## config.mk

```make
export PLATFORM = sky130hd
export DESIGN_NAME = clk_step_ctl_flat
export DESIGN_NICKNAME = d
export VERILOG_FILES = /design/src/rtl/clk_step_pkg.sv /design/src/rtl/clk_step_ctl_if.sv /design/src/rtl/ucyc_counter.sv /design/src/rtl/clk_step_ctl.sv /design/src/flat_wrapper.sv
export SDC_FILE = /design/constraint.sdc
export NUM_CORES = 1
export LEC_CHECK = 0
export CORE_ASPECT_RATIO = 0.7
export CORE_MARGIN = 8
export CORE_UTILIZATION = 51
export CTS_BUF_LIST = sky130_fd_sc_hd__clkbuf_8
export CTS_CLUSTER_SIZE = 25
export DETAILED_ROUTE_END_ITERATION = 8
export PLACE_DENSITY = 0.91
export SLEW_MARGIN = 0
export SYNTH_ARGS = -nofsm -noshare
export SYNTH_HDL_FRONTEND = slang
export SYNTH_SLANG_ARGS = --single-unit
```

## constraint.sdc

```tcl
create_clock -name base_clock_h -period 2.5 [get_ports base_clock_h]
set_clock_uncertainty 0.1 [all_clocks]
set_input_delay 0.5 -clock base_clock_h [delete_from_list [all_inputs] [get_ports base_clock_h]]
set_output_delay 0.5 -clock base_clock_h [all_outputs]
set_load 0.05 [all_outputs]
```

## src/rtl/clk_step_pkg.sv

```systemverilog
// Shared encodings for the microcycle run/halt/single-step sequencer.
package clk_step_pkg;

  localparam logic [1:0] OP_NOP  = 2'b00;
  localparam logic [1:0] OP_RUN  = 2'b01;
  localparam logic [1:0] OP_HALT = 2'b10;
  localparam logic [1:0] OP_STEP = 2'b11;

  localparam logic [1:0] CC_RUN  = 2'b00;
  localparam logic [1:0] CC_HALT = 2'b01;
  localparam logic [1:0] CC_STEP = 2'b10;

  typedef enum logic [1:0] {
    ST_HALTED   = 2'd0,
    ST_RUNNING  = 2'd1,
    ST_STEPPING = 2'd2,
    ST_STOPPING = 2'd3
  } state_t;

  // SAC control field presented while in a given state.
  function automatic logic [1:0] cc_of(input state_t s);
    logic [1:0] cc;
    case (s)
      ST_RUNNING:  cc = CC_RUN;
      ST_STEPPING: cc = CC_STEP;
      ST_HALTED:   cc = CC_HALT;
      ST_STOPPING: cc = CC_HALT;
      default:     cc = CC_HALT;
    endcase
    return cc;
  endfunction

endpackage

```

## src/rtl/clk_step_ctl_if.sv

```systemverilog
// Console command handshake between the console/diagnostic master and the sequencer.
interface clk_step_ctl_if #(
  parameter int CNT_W = 8
);
  logic             cmd_valid_h;
  logic             cmd_ready_h;
  logic [1:0]       cmd_op_h;
  logic [CNT_W-1:0] cmd_count_h;

  modport master (
    output cmd_valid_h, cmd_op_h, cmd_count_h,
    input  cmd_ready_h
  );

  modport slave (
    input  cmd_valid_h, cmd_op_h, cmd_count_h,
    output cmd_ready_h
  );
endinterface

```

## src/rtl/ucyc_counter.sv

```systemverilog
// Loadable down-counter with zero/one detect; load has priority over decrement.
module ucyc_counter #(
  parameter int W = 9
) (
  input  logic         clk,
  input  logic         rst_n,
  input  logic         i_load,
  input  logic [W-1:0] i_load_val,
  input  logic         i_dec,
  output logic [W-1:0] o_cnt,
  output logic         o_zero,
  output logic         o_one
);
  localparam logic [W-1:0] ONE = {{(W-1){1'b0}}, 1'b1};

  logic [W-1:0] r_cnt;

  // Count register; decrement saturates at zero.
  always_ff @(posedge clk or negedge rst_n) begin
    if (!rst_n) begin
      r_cnt <= '0;
    end else if (i_load) begin
      r_cnt <= i_load_val;
    end else if (i_dec && !o_zero) begin
      r_cnt <= r_cnt - ONE;
    end else begin
      r_cnt <= r_cnt;
    end
  end

  assign o_cnt  = r_cnt;
  assign o_zero = (r_cnt == '0);
  assign o_one  = (r_cnt == ONE);
endmodule

```

## src/rtl/clk_step_ctl.sv

```systemverilog
// Run/halt/single-step sequencer driving the SAC clock control field,
// with sticky break/timeout status and a console command handshake.
module clk_step_ctl
  import clk_step_pkg::*;
#(
  parameter int CNT_W    = 8,
  parameter int STOP_TMO = 16
) (
  input  logic             base_clock_h,
  input  logic             mseq_init_l,
  clk_step_ctl_if.slave    cmd_if,
  input  logic             m_clk_enable_h,
  input  logic             con_halt_req_h,
  output logic [1:0]       clk_ctrl_h,
  output logic             halted_h,
  output logic             step_done_h,
  output logic [CNT_W:0]   steps_left_h,
  output logic             brk_h,
  output logic             tmo_h,
  output logic             cmd_err_h
);
  localparam int TMO_W = $clog2(STOP_TMO + 1);
  localparam logic [TMO_W-1:0] TMO_LOAD = TMO_W'(STOP_TMO);

  state_t           r_state;
  state_t           w_state_nxt;
  logic [1:0]       r_clk_ctrl;
  logic             r_step_done, r_cmd_err, r_brk, r_tmo;
  logic             w_step_done_nxt, w_cmd_err_nxt, w_brk_nxt, w_tmo_nxt;
  logic             w_accept;
  logic             w_step_load, w_step_dec, w_step_zero, w_step_one;
  logic [CNT_W:0]   w_step_load_val;
  logic             w_tmo_load, w_tmo_dec, w_tmo_zero, w_tmo_one;
  logic [TMO_W-1:0] w_tmo_cnt;

  assign cmd_if.cmd_ready_h = ((r_state == ST_HALTED) || (r_state == ST_RUNNING))
                              && !con_halt_req_h;
  assign w_accept = cmd_if.cmd_valid_h && cmd_if.cmd_ready_h;

  // A zero count selects the full 2^CNT_W range.
  assign w_step_load_val = (cmd_if.cmd_count_h == '0) ? {1'b1, {CNT_W{1'b0}}}
                                                      : {1'b0, cmd_if.cmd_count_h};

  ucyc_counter #(.W(CNT_W + 1)) u_step_cnt (
    .clk        (base_clock_h),
    .rst_n      (mseq_init_l),
    .i_load     (w_step_load),
    .i_load_val (w_step_load_val),
    .i_dec      (w_step_dec),
    .o_cnt      (steps_left_h),
    .o_zero     (w_step_zero),
    .o_one      (w_step_one)
  );

  ucyc_counter #(.W(TMO_W)) u_tmo_cnt (
    .clk        (base_clock_h),
    .rst_n      (mseq_init_l),
    .i_load     (w_tmo_load),
    .i_load_val (TMO_LOAD),
    .i_dec      (w_tmo_dec),
    .o_cnt      (w_tmo_cnt),
    .o_zero     (w_tmo_zero),
    .o_one      (w_tmo_one)
  );

  // Next-state, counter controls and next values of the registered status outputs.
  always_comb begin
    w_state_nxt     = r_state;
    w_brk_nxt       = r_brk;
    w_tmo_nxt       = r_tmo;
    w_step_done_nxt = 1'b0;
    w_cmd_err_nxt   = 1'b0;
    w_step_load     = 1'b0;
    w_step_dec      = 1'b0;
    w_tmo_load      = 1'b0;
    w_tmo_dec       = 1'b0;
    case (r_state)
      ST_HALTED: begin
        if (w_accept) begin
          case (cmd_if.cmd_op_h)
            OP_RUN: begin
              w_state_nxt = ST_RUNNING;
              w_brk_nxt   = 1'b0;
              w_tmo_nxt   = 1'b0;
            end
            OP_STEP: begin
              w_state_nxt = ST_STEPPING;
              w_step_load = 1'b1;
              w_brk_nxt   = 1'b0;
              w_tmo_nxt   = 1'b0;
            end
            default: w_state_nxt = ST_HALTED;
          endcase
        end else begin
          w_state_nxt = ST_HALTED;
        end
      end
      ST_RUNNING: begin
        if (con_halt_req_h) begin
          w_state_nxt = ST_STOPPING;
          w_brk_nxt   = 1'b1;
          w_tmo_load  = 1'b1;
        end else if (w_accept) begin
          case (cmd_if.cmd_op_h)
            OP_HALT: begin
              w_state_nxt = ST_STOPPING;
              w_tmo_load  = 1'b1;
            end
            OP_STEP: w_cmd_err_nxt = 1'b1;
            default: w_state_nxt = ST_RUNNING;
          endcase
        end else begin
          w_state_nxt = ST_RUNNING;
        end
      end
      ST_STEPPING: begin
        // A break abandons the step with the remaining count frozen.
        if (con_halt_req_h) begin
          w_state_nxt = ST_STOPPING;
          w_brk_nxt   = 1'b1;
          w_tmo_load  = 1'b1;
        end else if (m_clk_enable_h) begin
          w_step_dec = 1'b1;
          if (w_step_one || w_step_zero) begin
            w_state_nxt     = ST_HALTED;
            w_step_done_nxt = 1'b1;
          end else begin
            w_state_nxt = ST_STEPPING;
          end
        end else begin
          w_state_nxt = ST_STEPPING;
        end
      end
      ST_STOPPING: begin
        if (m_clk_enable_h) begin
          w_state_nxt = ST_HALTED;
        end else if (w_tmo_one || w_tmo_zero) begin
          w_state_nxt = ST_HALTED;
          w_tmo_nxt   = 1'b1;
          w_tmo_dec   = 1'b1;
        end else begin
          w_tmo_dec = 1'b1;
        end
      end
      default: w_state_nxt = ST_HALTED;
    endcase
  end

  // State and registered outputs.
  always_ff @(posedge base_clock_h or negedge mseq_init_l) begin
    if (!mseq_init_l) begin
      r_state     <= ST_HALTED;
      r_clk_ctrl  <= CC_HALT;
      r_step_done <= 1'b0;
      r_cmd_err   <= 1'b0;
      r_brk       <= 1'b0;
      r_tmo       <= 1'b0;
    end else begin
      r_state     <= w_state_nxt;
      r_clk_ctrl  <= cc_of(w_state_nxt);
      r_step_done <= w_step_done_nxt;
      r_cmd_err   <= w_cmd_err_nxt;
      r_brk       <= w_brk_nxt;
      r_tmo       <= w_tmo_nxt;
    end
  end

  assign clk_ctrl_h  = r_clk_ctrl;
  assign halted_h    = (r_state == ST_HALTED);
  assign step_done_h = r_step_done;
  assign cmd_err_h   = r_cmd_err;
  assign brk_h       = r_brk;
  assign tmo_h       = r_tmo;
endmodule
```

## src/flat_wrapper.sv

```systemverilog
// flat-port wrapper written by rule: the top's interface ports become plain ports
module clk_step_ctl_flat import clk_step_pkg::*;
#(
  parameter int CNT_W    = 8,
  parameter int STOP_TMO = 16
)
  (base_clock_h, mseq_init_l, m_clk_enable_h, con_halt_req_h, clk_ctrl_h, halted_h, step_done_h, steps_left_h, brk_h, tmo_h, cmd_err_h, cmd_if_cmd_valid_h, cmd_if_cmd_op_h, cmd_if_cmd_count_h, cmd_if_cmd_ready_h);
  clk_step_ctl_if #(.CNT_W(CNT_W)) cmd_if_i ();
  input  logic base_clock_h;
  input  logic mseq_init_l;
  input  logic m_clk_enable_h;
  input  logic con_halt_req_h;
  output logic [1:0] clk_ctrl_h;
  output logic halted_h;
  output logic step_done_h;
  output logic [CNT_W:0] steps_left_h;
  output logic brk_h;
  output logic tmo_h;
  output logic cmd_err_h;
  input wire logic [$bits(cmd_if_i.cmd_valid_h)-1:0] cmd_if_cmd_valid_h;
  input wire logic [$bits(cmd_if_i.cmd_op_h)-1:0] cmd_if_cmd_op_h;
  input wire logic [$bits(cmd_if_i.cmd_count_h)-1:0] cmd_if_cmd_count_h;
  output wire logic [$bits(cmd_if_i.cmd_ready_h)-1:0] cmd_if_cmd_ready_h;
  assign cmd_if_i.cmd_valid_h = cmd_if_cmd_valid_h;
  assign cmd_if_i.cmd_op_h = cmd_if_cmd_op_h;
  assign cmd_if_i.cmd_count_h = cmd_if_cmd_count_h;
  assign cmd_if_cmd_ready_h = cmd_if_i.cmd_ready_h;
  clk_step_ctl #(.CNT_W(CNT_W), .STOP_TMO(STOP_TMO)) u_core (.base_clock_h(base_clock_h), .mseq_init_l(mseq_init_l), .cmd_if(cmd_if_i), .m_clk_enable_h(m_clk_enable_h), .con_halt_req_h(con_halt_req_h), .clk_ctrl_h(clk_ctrl_h), .halted_h(halted_h), .step_done_h(step_done_h), .steps_left_h(steps_left_h), .brk_h(brk_h), .tmo_h(tmo_h), .cmd_err_h(cmd_err_h));
endmodule
```

# Word level (Yosys, flattened, before mapping)
# Cells that the tools add are included.
# totals
register_bits	22
in_bits	15
out_inout_bits	17
elab_cells	93
# op_classes
n_eq_ne	16
add_sub_neg	2
mux	43
n_reduce_logical	24
# ops
op	n
2-to-1 mux 9 bit	3
2-to-1 mux 1 bit	23
2-to-1 mux 2 bit	8
== test 2 bit (second input constant)	6
2-to-1 mux 5 bit	2
== test 9 x 1 -> 1 bit (second input constant)	1
logical NOT 9 bit	1
subtractor 9 x 1 -> 9 bit (second input constant)	1
logical NOT 8 bit	1
case mux 2 bit (2 select lines)	2
case mux 2 bit (4 select lines)	1
nonzero test 2 bit	4
== test 2 x 1 -> 1 bit (second input constant)	3
!= test 2 x 1 -> 1 bit (second input constant)	3
case mux 1 bit (2 select lines)	3
case mux 2 bit (3 select lines)	1
OR reduction 2 bit	3
== test 5 x 1 -> 1 bit (second input constant)	1
logical NOT 5 bit	1
AND reduction 5 bit	1
subtractor 5 x 1 -> 5 bit (second input constant)	1
logical AND 1 bit	4
logical NOT 2 bit	2
!= test 2 bit (second input constant)	2
3 further kinds	7

# Longest topological paths before layout
# Gate-level depths: netlist of run 1.
# logic_depth
word_depth	10
depth_mapped	7

# By module
# A second synthesis of run 1 with hierarchy kept.
# unflattened
cells_unflattened	162
area_unflattened_um2	1537.7
# by_module_without_submodules
mod	seq_area_each_um2	n_inst	cells_each	area_each_um2
ucyc_counter at u_core.u_step_cnt	225.2	1	66	638.1
clk_step_ctl	201.4	1	62	570.5
ucyc_counter at u_core.u_tmo_cnt	125.1	1	34	329.1

# Least setup slack after synthesis of run 1
# No wires, ideal clock.
# synth_timing
path_type	flip-flop to output port
startpoint	reg u_core.r_state[0]
endpoint	out cmd_if_cmd_ready_h
arrival_ns	1.829
required_time_ns	1.900
setup_slack_ns	0.071
stages_incl_launch_ff	5
cell_sequence	dfrtp_1 > inv_1 > ha_1 > nor2_1 > nor2_1
# synth_between
elab_chain_len	3
elab_cells_between_ends	4
classes_between	1 x eq/ne; 3 x reduce/logical
# synth_lines
element	line	source
start: declaration	clk_step_ctl.sv:25	state_t r_state;
start signal: assignment	clk_step_ctl.sv:159	r_state <= w_state_nxt;
logical NOT 2 bit	n/a	
via halted_h	flat_wrapper.sv:14	output logic halted_h;
logical OR 1 bit	clk_step_ctl.sv:36	assign cmd_if.cmd_ready_h = ((r_state == ST_HALTED) || (r_state == ST_RUNNING))
logical AND 1 bit	clk_step_ctl.sv:37	&& !con_halt_req_h;
end: declaration	flat_wrapper.sv:23	output wire logic [$bits(cmd_if_i.cmd_ready_h)-1:0] cmd_if_cmd_ready_h;
# The timed path passes the listed nets, and every way through them passes these cells.

# Worst setup path in the final report of run 1
# layout_timing
startpoint	reg u_core.u_step_cnt.r_cnt[2] (netlist: u_core.u_step_cnt.o_cnt[2])
endpoint	out steps_left_h[2]
# layout_rtl
element	line	source
start: declaration	ucyc_counter.sv:16	logic [W-1:0] r_cnt;
start signal: assignment	ucyc_counter.sv:23	r_cnt <= i_load_val;
start signal: assignment	ucyc_counter.sv:25	r_cnt <= r_cnt - ONE;
start signal: assignment	ucyc_counter.sv:27	r_cnt <= r_cnt;
end: declaration	flat_wrapper.sv:16	output logic [CNT_W:0] steps_left_h;
# No word-level cell between the ends.

==> results of run 1 <==
==> per-stage QoR <==
step / util / power [mW]
2_1_floorplan: - / 1.63
3_3_place_gp: 0.662 / 2.03
4_1_cts: 0.682 / 2.35
5_1_grt: 0.682 / 2.50
3_5_place_dp: 0.662 / 2.09
6_report: 0.682 / 2.35
==> final cells by class <==
type                            count  area [µm²]
Sequential cell                    22         552
Tap cell                           36        45.0
Clock buffer                        4        55.1
Fill cell                         195         858
Timing Repair Buffer               36         355
Multi-Input combinational cell    116         815
Inverter                            6        22.5
==> layer usage <==
metal  share of wire  vias up
met3           0.044        6
met5               0        -
met4           0.014        0
li1                -      594
met1            0.41      600
met2            0.53       36
==> report_power, final <==
part	switching [mW]	total (mW)	internal (mW)	leakage [nW]
clock network	0.108	0.248	0.140	0.0288
logic	0.873	1.39	0.519	0.474
registers	0.199	0.707	0.508	0.270
total	1.18	2.35	1.17	0.772
==> logic make-up after synthesis <==
| kind of cell | count (synthesis) |
|---|---|
| xor gates and xnor gates | 10 |
| AOI/OAI and AO/OA | 33 |
| buffers and inverters | 7 |
| muxes | 2 |
| and+or+nand+nor | 59 |
| DFF | 22 |
| adders and majority gates | 12 |
==> flip-flops by register name, indices dropped and copies added, names as in the netlist <==
name	flops
u_core.u_tmo_cnt.o_cnt	5
u_core.clk_ctrl_h	2
u_core.tmo_h	1
u_core.brk_h	1
u_core.cmd_err_h	1
u_core.u_step_cnt.o_cnt	9
u_core.step_done_h	1
u_core.r_state	2
==> worst min path at each step <==
stage	endpoint	slack, ps	cells past startpoint
after floorplan	u_core.brk_h$_DFFE_PN0P_	100	0
after global placement	u_core.u_tmo_cnt.o_cnt[4]$_DFFE_PN0P_	430	2
after detailed placement	u_core.brk_h$_DFFE_PN0P_	450	2
after CTS	u_core.u_tmo_cnt.o_cnt[4]$_DFFE_PN0P_	470	2
after global routing	u_core.tmo_h$_DFFE_PN0P_	520	2
final	u_core.u_tmo_cnt.o_cnt[4]$_DFFE_PN0P_	470	2
==> cell usage after synthesis (all sizes together) <==
library cell | n | area share
a2111oi | 1 | 0.020
a211oi | 1 | 0.0054
a21boi | 2 | 0.011
a21oi | 17 | 0.064
a31o | 1 | 0.0063
a31oi | 1 | 0.0045
a32o | 1 | 0.0072
a32oi | 2 | 0.013
and2 | 1 | 0.0045
and3 | 1 | 0.0045
and3b | 1 | 0.0063
clkbuf | 1 | 0.0027
dfrtp | 21 | 0.38
dfstp | 1 | 0.019
ha | 12 | 0.11
inv | 6 | 0.016
mux2i | 2 | 0.014
nand2 | 11 | 0.030
nand2b | 2 | 0.0090
nand3 | 2 | 0.0072
nand3b | 1 | 0.0054
nand4 | 1 | 0.0045
nand4b | 3 | 0.030
nor2 | 23 | 0.062
nor2b | 3 | 0.013
nor3 | 3 | 0.014
nor3b | 1 | 0.0054
nor4 | 4 | 0.029
nor4b | 1 | 0.0063
o21ai | 3 | 0.011
o31a | 1 | 0.0063
o31ai | 2 | 0.011
o41ai | 1 | 0.0063
or2 | 1 | 0.0045
xnor2 | 3 | 0.019
xor2 | 7 | 0.044
==> layout by cell type, fill, tap and decap left out, drive strengths merged, types with 4 or more instances in the layout <==
cell,instances
a21oi,17
buf,7
clkbuf,4
clkdlybuf4s50,29
dfrtp,21
ha,12
inv,6
nand2,11
nor2,23
nor4,4
xor2,7
==> metrics.txt, run 1 <==
Clock Pin Slew Worst Setup and Hold Paths 70 ps; TritonRoute pass-1 iters 4; initial core utilization 0.515; Placement Rows 16; Global Route met3 Usage 0.0330; Core ar. 2700 µm²; largest net degree at the start of global routing 23; post-synthesis cell area 1390 µm²; number of buffers created by CTS 3; number of placed instances, taps included about 220; Yosys warnings 0; reg2reg start u_core.r_state[0]$_DFF_PN0_; num ports 32; vias in the first global route 1248; CP max-delay cell clkdlybuf4s50_1; Compound-Gate Fraction of Synth Area 0.164; post-synthesis adder-cell area fraction 0.108; Static Leak 0.772 nW; clock latency on the worst-skew pair about 260 ps; Tcrit/Tclk final 0.882; main combinational cell family by area after synthesis simple AND/OR/NAND/NOR gates; minimum clock period 2200 ps; Worst setup SP type flop; Peak VDD IR roughly 0.56 mV; final hold violations 0; Hold Startpoint u_core.u_tmo_cnt.o_cnt[4]$_DFFE_PN0P_; maximum clock rate 454 MHz; Port Buffers 31; FF+latch count, synth 22; Post-Synth Simple-Gate Area 0.235; final wirelength 3380 µm; Die ar. 4690 µm²; post-place instance area 1790 µm²; Synth Instances 145; non-filler cells, final 220; DR vias 1236; Crit path buffers/inverters 1; first-pass GRT wire length 5700 µm; worst setup path endpoint steps_left_h[2]; Die W approximately 78 µm; number of DRC markers in iteration 0 86; Synth Net Count roughly 170; GR Util met1 0.171; XOR/XNOR share of the synthesized area 0.0629; RR Endpoint u_core.u_step_cnt.o_cnt[8]$_DFFE_PN0P_; stages on the worst setup path 1; pwr/cell area 1270 nW/µm²; layout cells sized above 1 0.0978; CP Launch Point u_core.u_step_cnt.o_cnt[2]$_DFFE_PN0P_; wire per inst about 15 µm; CP top delay family buffers and inverters; clock tree buffer depth 2; post-synthesis sequential area ratio 0.396; mux share of post-synthesis cell area 0.0144; height of the die between 50 and 60 µm; H-tree depth 1; Antenna Violating Nets Remaining 0; setup bufs post-CTS 0; post-synth cell types 40; # setup viols final 0; Avg Inst Size Synth 9.60 µm²; Max FO, Critical Path 6; RSZ-0062 raised after global routing no; CTS tree done; dpl hpwl between 2000 and 3000 µm; Reg2Reg Depth 7; Total GRT Usage 0.151; Worst path max stage delay 860 ps; Worst-Margin Slew 532 ps; CP cell instances clkdlybuf4s50_1; CTS Hold Buffers Added 0; vias per inst between 5 and 6; GPL Wtd Cong about 0.86; final-stage net count 212; worst hold slack ~470 ps; Max Cap Violations 0; area delta synth->final 32.4%; crit end category output port; WP data required ~1900 ps; Final Max Slew Viols 0; worst path arrival time 1600 ps; Layout Cell Area excl Fill 1840 µm²; setup TNS 0 ps; global route total overflow 0; dpl ws 89.2 ps; Min-Delay Path Class reg -> reg; gr busiest metal met2; Remaining DRCs 0; reg2reg setup slack roughly 360 ps; Clock Sinks 22; setup slack after layout 296 ps; cts repair resizes 0; Max-slew headroom 0.644; clock root buffer master clkbuf_8; antenna violations before repair 0; # diodes 0; outcome complete, no violations; Crit Path Category reg -> out; GR Layer Usage met2 0.276
Note: power is estimated with default switching activity, not from simulation.
==> run 2, diff against run 1 <==
Settings changed: SLEW_MARGIN 0 to default.
==> results of run 2 <==
The final DEF is identical to that of run 1; final timing and power are the same.
==> run 3, diff against run 2 <==
Settings changed: GPL_ROUTABILITY_DRIVEN from default to 0, SETUP_SLACK_MARGIN from default to 0.02.
==> results of run 3 <==
The final DEF is identical to that of run 1; final timing and power are the same.
